### src/rtl/arb_rr4_gea1_pkg.sv
// ---------------------------------------------------------------------------
// arb_rr4_gea1_pkg
//   Shared definitions for the round-robin arbiter that owns the shared
//   generic-cell datapath segment.
//   - state_e     : arbiter FSM encoding (IDLE / GRANT)
//   - *_DEFAULT   : default sizing derived from a four-requester build
// ---------------------------------------------------------------------------
package arb_rr4_gea1_pkg;

  typedef enum logic {
    ST_IDLE  = 1'b0,
    ST_GRANT = 1'b1
  } state_e;

  // Default build: four requesters, so the owner index needs two bits.
  localparam int NREQ_DEFAULT     = 4;
  localparam int IDW_DEFAULT      = 2;
  localparam int MAX_HOLD_DEFAULT = 16;
  // Hold counter must be able to represent MAX_HOLD-1 and still saturate.
  localparam int CW_DEFAULT       = 5;

endpackage : arb_rr4_gea1_pkg

### src/rtl/arb_rr4_gea1_pick.sv
// ---------------------------------------------------------------------------
// rr_pick_gea1
//   Combinational rotate-mask-priority picker. Returns the first set request
//   bit at or above ptr_i, wrapping to the lowest set bit when nothing at or
//   above the pointer is requesting.
//   Ports:
//     req_i     [NREQ-1:0] request vector
//     ptr_i     [IDW-1:0]  index where the search starts
//     pick_o    [NREQ-1:0] one-hot winner (zero when no request)
//     pick_id_o [IDW-1:0]  binary index of the winner
//     any_o                any request present
// ---------------------------------------------------------------------------
module rr_pick_gea1
  import arb_rr4_gea1_pkg::*;
#(
  parameter int NREQ = NREQ_DEFAULT,
  parameter int IDW  = IDW_DEFAULT
) (
  input  logic [NREQ-1:0] req_i,
  input  logic [IDW-1:0]  ptr_i,
  output logic [NREQ-1:0] pick_o,
  output logic [IDW-1:0]  pick_id_o,
  output logic            any_o
);

  logic [NREQ-1:0] mask;
  logic [NREQ-1:0] hi_req;
  logic [NREQ-1:0] cand;

  always_comb begin
    mask = '0;
    for (int i = 0; i < NREQ; i++) begin
      mask[i] = (i >= int'(ptr_i));
    end
    // Requests at or above the pointer take priority; otherwise wrap around.
    hi_req = req_i & mask;
    cand   = (hi_req != '0) ? hi_req : req_i;

    // Scan downward so the lowest set bit of cand is the last one written.
    pick_o    = '0;
    pick_id_o = '0;
    for (int i = NREQ - 1; i >= 0; i--) begin
      if (cand[i]) begin
        pick_o    = '0;
        pick_o[i] = 1'b1;
        pick_id_o = IDW'(i);
      end
    end

    any_o = |req_i;
  end

endmodule : rr_pick_gea1

### src/rtl/arb_rr4_gea1.sv
// ---------------------------------------------------------------------------
// arb_rr4_gea1
//   Round-robin arbiter sharing one generic-cell datapath segment between
//   NREQ requesters. A grant is held while its owner keeps requesting; when
//   MAX_HOLD is non-zero and someone else is waiting, the grant is revoked
//   after MAX_HOLD grant cycles. Every change of owner passes through IDLE,
//   so there is always at least one cycle with no grant between owners.
//   Ports:
//     clk      clock, rising edge
//     rst_n    synchronous reset, active low
//     req      [NREQ-1:0] level-sensitive request vector
//     gnt      [NREQ-1:0] registered one-hot grant
//     gnt_vld  any grant bit set
//     gnt_id   [IDW-1:0]  current owner; keeps the last owner while idle
//     busy     arbiter is in GRANT
// ---------------------------------------------------------------------------
module arb_rr4_gea1
  import arb_rr4_gea1_pkg::*;
#(
  parameter int NREQ     = NREQ_DEFAULT,
  parameter int IDW      = IDW_DEFAULT,
  parameter int MAX_HOLD = MAX_HOLD_DEFAULT,
  parameter int CW       = CW_DEFAULT
) (
  input  logic            clk,
  input  logic            rst_n,
  input  logic [NREQ-1:0] req,
  output logic [NREQ-1:0] gnt,
  output logic            gnt_vld,
  output logic [IDW-1:0]  gnt_id,
  output logic            busy
);

  // Hold-counter value on which a waiting requester forces rotation.
  localparam int              HOLD_LAST_I = (MAX_HOLD == 0) ? 0 : MAX_HOLD - 1;
  localparam logic [CW-1:0]   HOLD_LAST   = HOLD_LAST_I[CW-1:0];
  localparam logic [IDW-1:0]  LAST_ID     = IDW'(NREQ - 1);

  state_e          state_q;
  logic [NREQ-1:0] gnt_q;
  logic            gnt_vld_q;
  logic [IDW-1:0]  gnt_id_q;
  logic            busy_q;
  logic [IDW-1:0]  ptr_q;
  logic [CW-1:0]   hold_cnt_q;
  logic [CW-1:0]   hold_cnt_d;
  logic [IDW-1:0]  ptr_d;

  logic [NREQ-1:0] pick;
  logic [IDW-1:0]  pick_id;
  logic            pick_any;

  logic            owner_req;
  logic            others_req;
  logic            force_rot;
  logic            revoke;

  rr_pick_gea1 #(
    .NREQ (NREQ),
    .IDW  (IDW)
  ) u_pick (
    .req_i     (req),
    .ptr_i     (ptr_q),
    .pick_o    (pick),
    .pick_id_o (pick_id),
    .any_o     (pick_any)
  );

  always_comb begin
    owner_req  = req[gnt_id_q];
    // gnt_q is one-hot on the owner while in GRANT, so masking it out
    // leaves exactly the competing requesters.
    others_req = |(req & ~gnt_q);
    force_rot  = (MAX_HOLD != 0) && (hold_cnt_q == HOLD_LAST) &&
                 owner_req && others_req;
    // Release and forced rotation share one next state.
    revoke     = !owner_req || force_rot;

    hold_cnt_d = (hold_cnt_q == '1) ? hold_cnt_q : hold_cnt_q + CW'(1);
    ptr_d      = (gnt_id_q == LAST_ID) ? '0 : gnt_id_q + IDW'(1);
  end

  always_ff @(posedge clk) begin
    if (!rst_n) begin
      state_q    <= ST_IDLE;
      gnt_q      <= '0;
      gnt_vld_q  <= 1'b0;
      gnt_id_q   <= '0;
      busy_q     <= 1'b0;
      ptr_q      <= '0;
      hold_cnt_q <= '0;
    end else if (state_q == ST_IDLE) begin
      if (pick_any) begin
        state_q    <= ST_GRANT;
        gnt_q      <= pick;
        gnt_vld_q  <= 1'b1;
        gnt_id_q   <= pick_id;
        busy_q     <= 1'b1;
        hold_cnt_q <= '0;
      end
    end else begin
      if (revoke) begin
        // gnt_id_q is deliberately kept so it still names the last owner.
        state_q   <= ST_IDLE;
        gnt_q     <= '0;
        gnt_vld_q <= 1'b0;
        busy_q    <= 1'b0;
        ptr_q     <= ptr_d;
      end else begin
        hold_cnt_q <= hold_cnt_d;
      end
    end
  end

  assign gnt     = gnt_q;
  assign gnt_vld = gnt_vld_q;
  assign gnt_id  = gnt_id_q;
  assign busy    = busy_q;

endmodule : arb_rr4_gea1
### config.mk
export PLATFORM = sky130hd
export DESIGN_NAME = arb_rr4_gea1
export DESIGN_NICKNAME = d
export VERILOG_FILES = /design/src/rtl/arb_rr4_gea1_pkg.sv /design/src/rtl/arb_rr4_gea1_pick.sv /design/src/rtl/arb_rr4_gea1.sv
export SDC_FILE = /design/constraint.sdc
export NUM_CORES = 1
export LEC_CHECK = 0
export CORE_UTILIZATION = 50
export CTS_CLUSTER_SIZE = 24
export DETAILED_ROUTE_END_ITERATION = 16
export PLACE_DENSITY = 0.85
export SKIP_LAST_GASP = 1
export SYNTH_ARGS = -nofsm -noshare
export SYNTH_HDL_FRONTEND = slang
export SYNTH_SLANG_ARGS = --single-unit
export TNS_END_PERCENT = 30
### constraint.sdc
create_clock -name clk -period 2.3 [get_ports clk]
set_input_delay 0.46 -clock clk [delete_from_list [all_inputs] [get_ports clk]]
set_output_delay 0.46 -clock clk [all_outputs]
set_load 0.01 [all_outputs]
==> impl_metrics.yaml <==
yosys:
  syn_nets: 98
  synth.most_common_cell: "dfxtp_1"
  avgSynthCellArea_um2: 9.01
  synthArstFlopShare: 0
  synth-compound-area-share: 0.227
  synthDistinctLibCells: 30
  syn_inst: 88
  synth-main-ff-cell: "dfxtp_1"
  syn-cell-area_um2: 793
  synthXorXnorAreaFrac: 0.0110
  yosys_warnings: 0
  yosys.area.top_type: "dfxtp_1"
  synth.top_cells.by_count: "dfxtp_1, nand3_1, o21ai_0, nand2_1, nor2_1"
  synthAdderAreaFrac: 0.0631
  synth_top_family_by_area: "simple AND/OR/NAND/NOR gates"
  netlist.area_leader.share: 0.379
  yosysSeqAreaShare: 0.379
  synth.area.top_cells: "dfxtp_1, nand3_1, ha_1"
  synth.mux.area_fraction: 0.0284
  synth-edff-count: 0
  synth_seq_cells: 15
  yosys.area_share.simple: 0.268
timing:
  period_needed_ns: 2.01
  rsz0062_at_grt: "no"
  fin_setup_tns_ns: 0
  tightest_slew_ns: 0.360
  setup_viol: 0
  relSlewSlack: 0.759
  skew_ns: 0.00729
  slew_viol_final: 0
  hold_viol: 0
  fmax_ghz: 0.497
  period_share: 0.875
place:
  place.gp.congestion: 0.793
  hpwl_mm: 1.41
  place_inst: 123
  portBuffers: 13
cells_and_area:
  fill_cells: 110
  multi_input_area_um2: 474
  num_antenna_cells: 0
  final_nets: 122
  seq_area_um2: 300
  area_delta_synth_final_pct: 28.5
  final_cells: 127
  final_util: 0.685
  drive_gt1_frac: 0.144
power:
  seqPwrFrac: 0.507
  combPwrFrac: 0.224
  p_leak_nw: 0.415
  power_density_nw_per_um2: 566
  power.net_switching_mw: 0.170
  switching_share: 0.294
  ir_worst_vdd_v: 0.000398
  p_int_mw: 0.407
  pwr-share-clk: 0.269
  total_power_mw: 0.577
worst_setup_path:
  path_cells: "clkdlybuf4s50_1 > and2b_2 > o41ai_4 > nand4b_4 > or3_1 > a21oi_1"
  cp_slowest_cell: "clkdlybuf4s50_1"
  arrival_ns: 2.24
  crit_type: "in -> reg"
  critical_path.max_fanout: 6
  critPathLaunchType: "input pin"
  worstPathRequired_ns: 2.52
  slowest_delay_ns: 0.50
  endpoint_kind: "register"
die:
  start_util: 0.533
  die_h_um: 41.8
  dieArea_um2: 1750
  core_area_um2: 1490
  fp.dieW_um: 41.8
  rows: 14
  ioPinCount: 14
detailed_routing:
  ant_nets: 0
  drt_pass1_iterations: 4
  drc_errors: 0
  via_per_inst: 5.82
  drt-wirelength-per-cell_um: 14.4
  routed_wl_mm: 1.83
  vias: 739
  drt-initial-drc-count: 15
clock_tree:
  cts_sinks: 15
  clock_path_buffers: 2
  h-tree-depth: 1
  cts-root-buf: "clkbuf_4"
  post_cts_resized: 0
  tritoncts: "done"
  path_clk_slew_ns: 0.09
  clkLatencyLatePin_ns: 0.29
  postCtsSetupBuffers: 0
  hold_buffers: 0
  cts_made_buffers: 3
grt:
  grt_max_degree: 15
  grt_pass1_vias: 722
  track_usage: 0.251
  grt_remaining_overflow: 0
  grt_antenna_before_repair: 0
  grt_pass1_wl_mm: 3.17
run_status:
  outcome: "finished clean"
hold_path:
  hold_path_class: "reg -> reg"
flow_run:
  cap_violations: 0
==> worst max-delay path: cells and delay by family <==
family / cells / cell delay [ns]
AND/OR/NAND/NOR: 3 / 0.82
AO/OA/AOI/OAI: 2 / 0.46
buffers and inverters: 1 / 0.50
==> per-layer routing <==
metal,part of all wire,track usage,vias to the layer above
met5,0,0,-
met1,0.47,0.301,349
li1,-,-,367
met4,0.026,0.155,0
met3,0.039,0.0652,5
met2,0.46,0.397,18
==> registers in the layout, summed over array words and instances (netlist names) <==
signal	flops
hold_cnt_q	5
gnt	4
gnt_id	2
ptr_q	2
busy	1
state_q	1
==> worst paths after layout <==
check	slack, ns	startpoint	to	depth (start not counted)
hold reg to reg	0.50	hold_cnt_q[4]	hold_cnt_q[4]	2
setup / recovery	0.29	req[2]	hold_cnt_q[3]	6
hold / removal	0.50	hold_cnt_q[4]	hold_cnt_q[4]	2
setup reg to reg	0.47	hold_cnt_q[0]	hold_cnt_q[3]	7
==> kinds of logic after synthesis <==
kind of cell / Yosys count
simple gates: 38
compound gates: 25
flops: 15
buf+inv: 4
fa+ha+maj: 4
xor+xnor: 1
mux: 1
==> layout make-up <==
cell class / instances / share of cell area
Clock buffer: 3 / 0.0221
Clock inverter: 1 / 0.00491
Sequential cell: 15 / 0.294
Multi-Input combinational cell: 69 / 0.465
Inverter: 2 / 0.00736
Tap cell: 16 / 0.0196
Timing Repair Buffer: 21 / 0.187
==> cell usage in the layout, fill, tap and decap left out, types with 2 or more instances in the layout <==
cell type and instances:
or3_1 2, nand2_1 7, o21ai_0 10, dfxtp_1 15
nor2_1 7, a21boi_0 2, inv_1 2, buf_4 8
clkdlybuf4s50_1 13, clkbuf_4 3, a21o_1 2, nor2b_1 3
nand3_1 11, ha_1 4, and2b_1 2, a21oi_1 4
==> metrics by stage <==
stage / setup WS, ns / hold slack (ns) / instance area, µm²
2_1_floorplan: 0.489 / 0.454 / 793
3_3_place_gp: 0.0732 / 0.471 / 992
3_5_place_dp: -0.00663 / 0.494 / 992
4_1_cts: 0.289 / 0.505 / 1020
5_1_grt: 0.192 / 0.522 / 1020
6_report: 0.287 / 0.499 / 1020
==> power groups by stage <==
| stage | registers (mW) | clock network [mW] | logic, mW |
|---|---|---|---|
| CTS | 0.292 | 0.158 | 0.130 |
| detailed placement | 0.298 | 0 | 0.129 |
| global placement | 0.298 | 0 | 0.125 |
| global route | 0.295 | 0.176 | 0.142 |
| floorplan | 0.299 | 0 | 0.0638 |
| finish | 0.292 | 0.155 | 0.130 |
No activity file was read; power rests on OpenSTA's default activity.
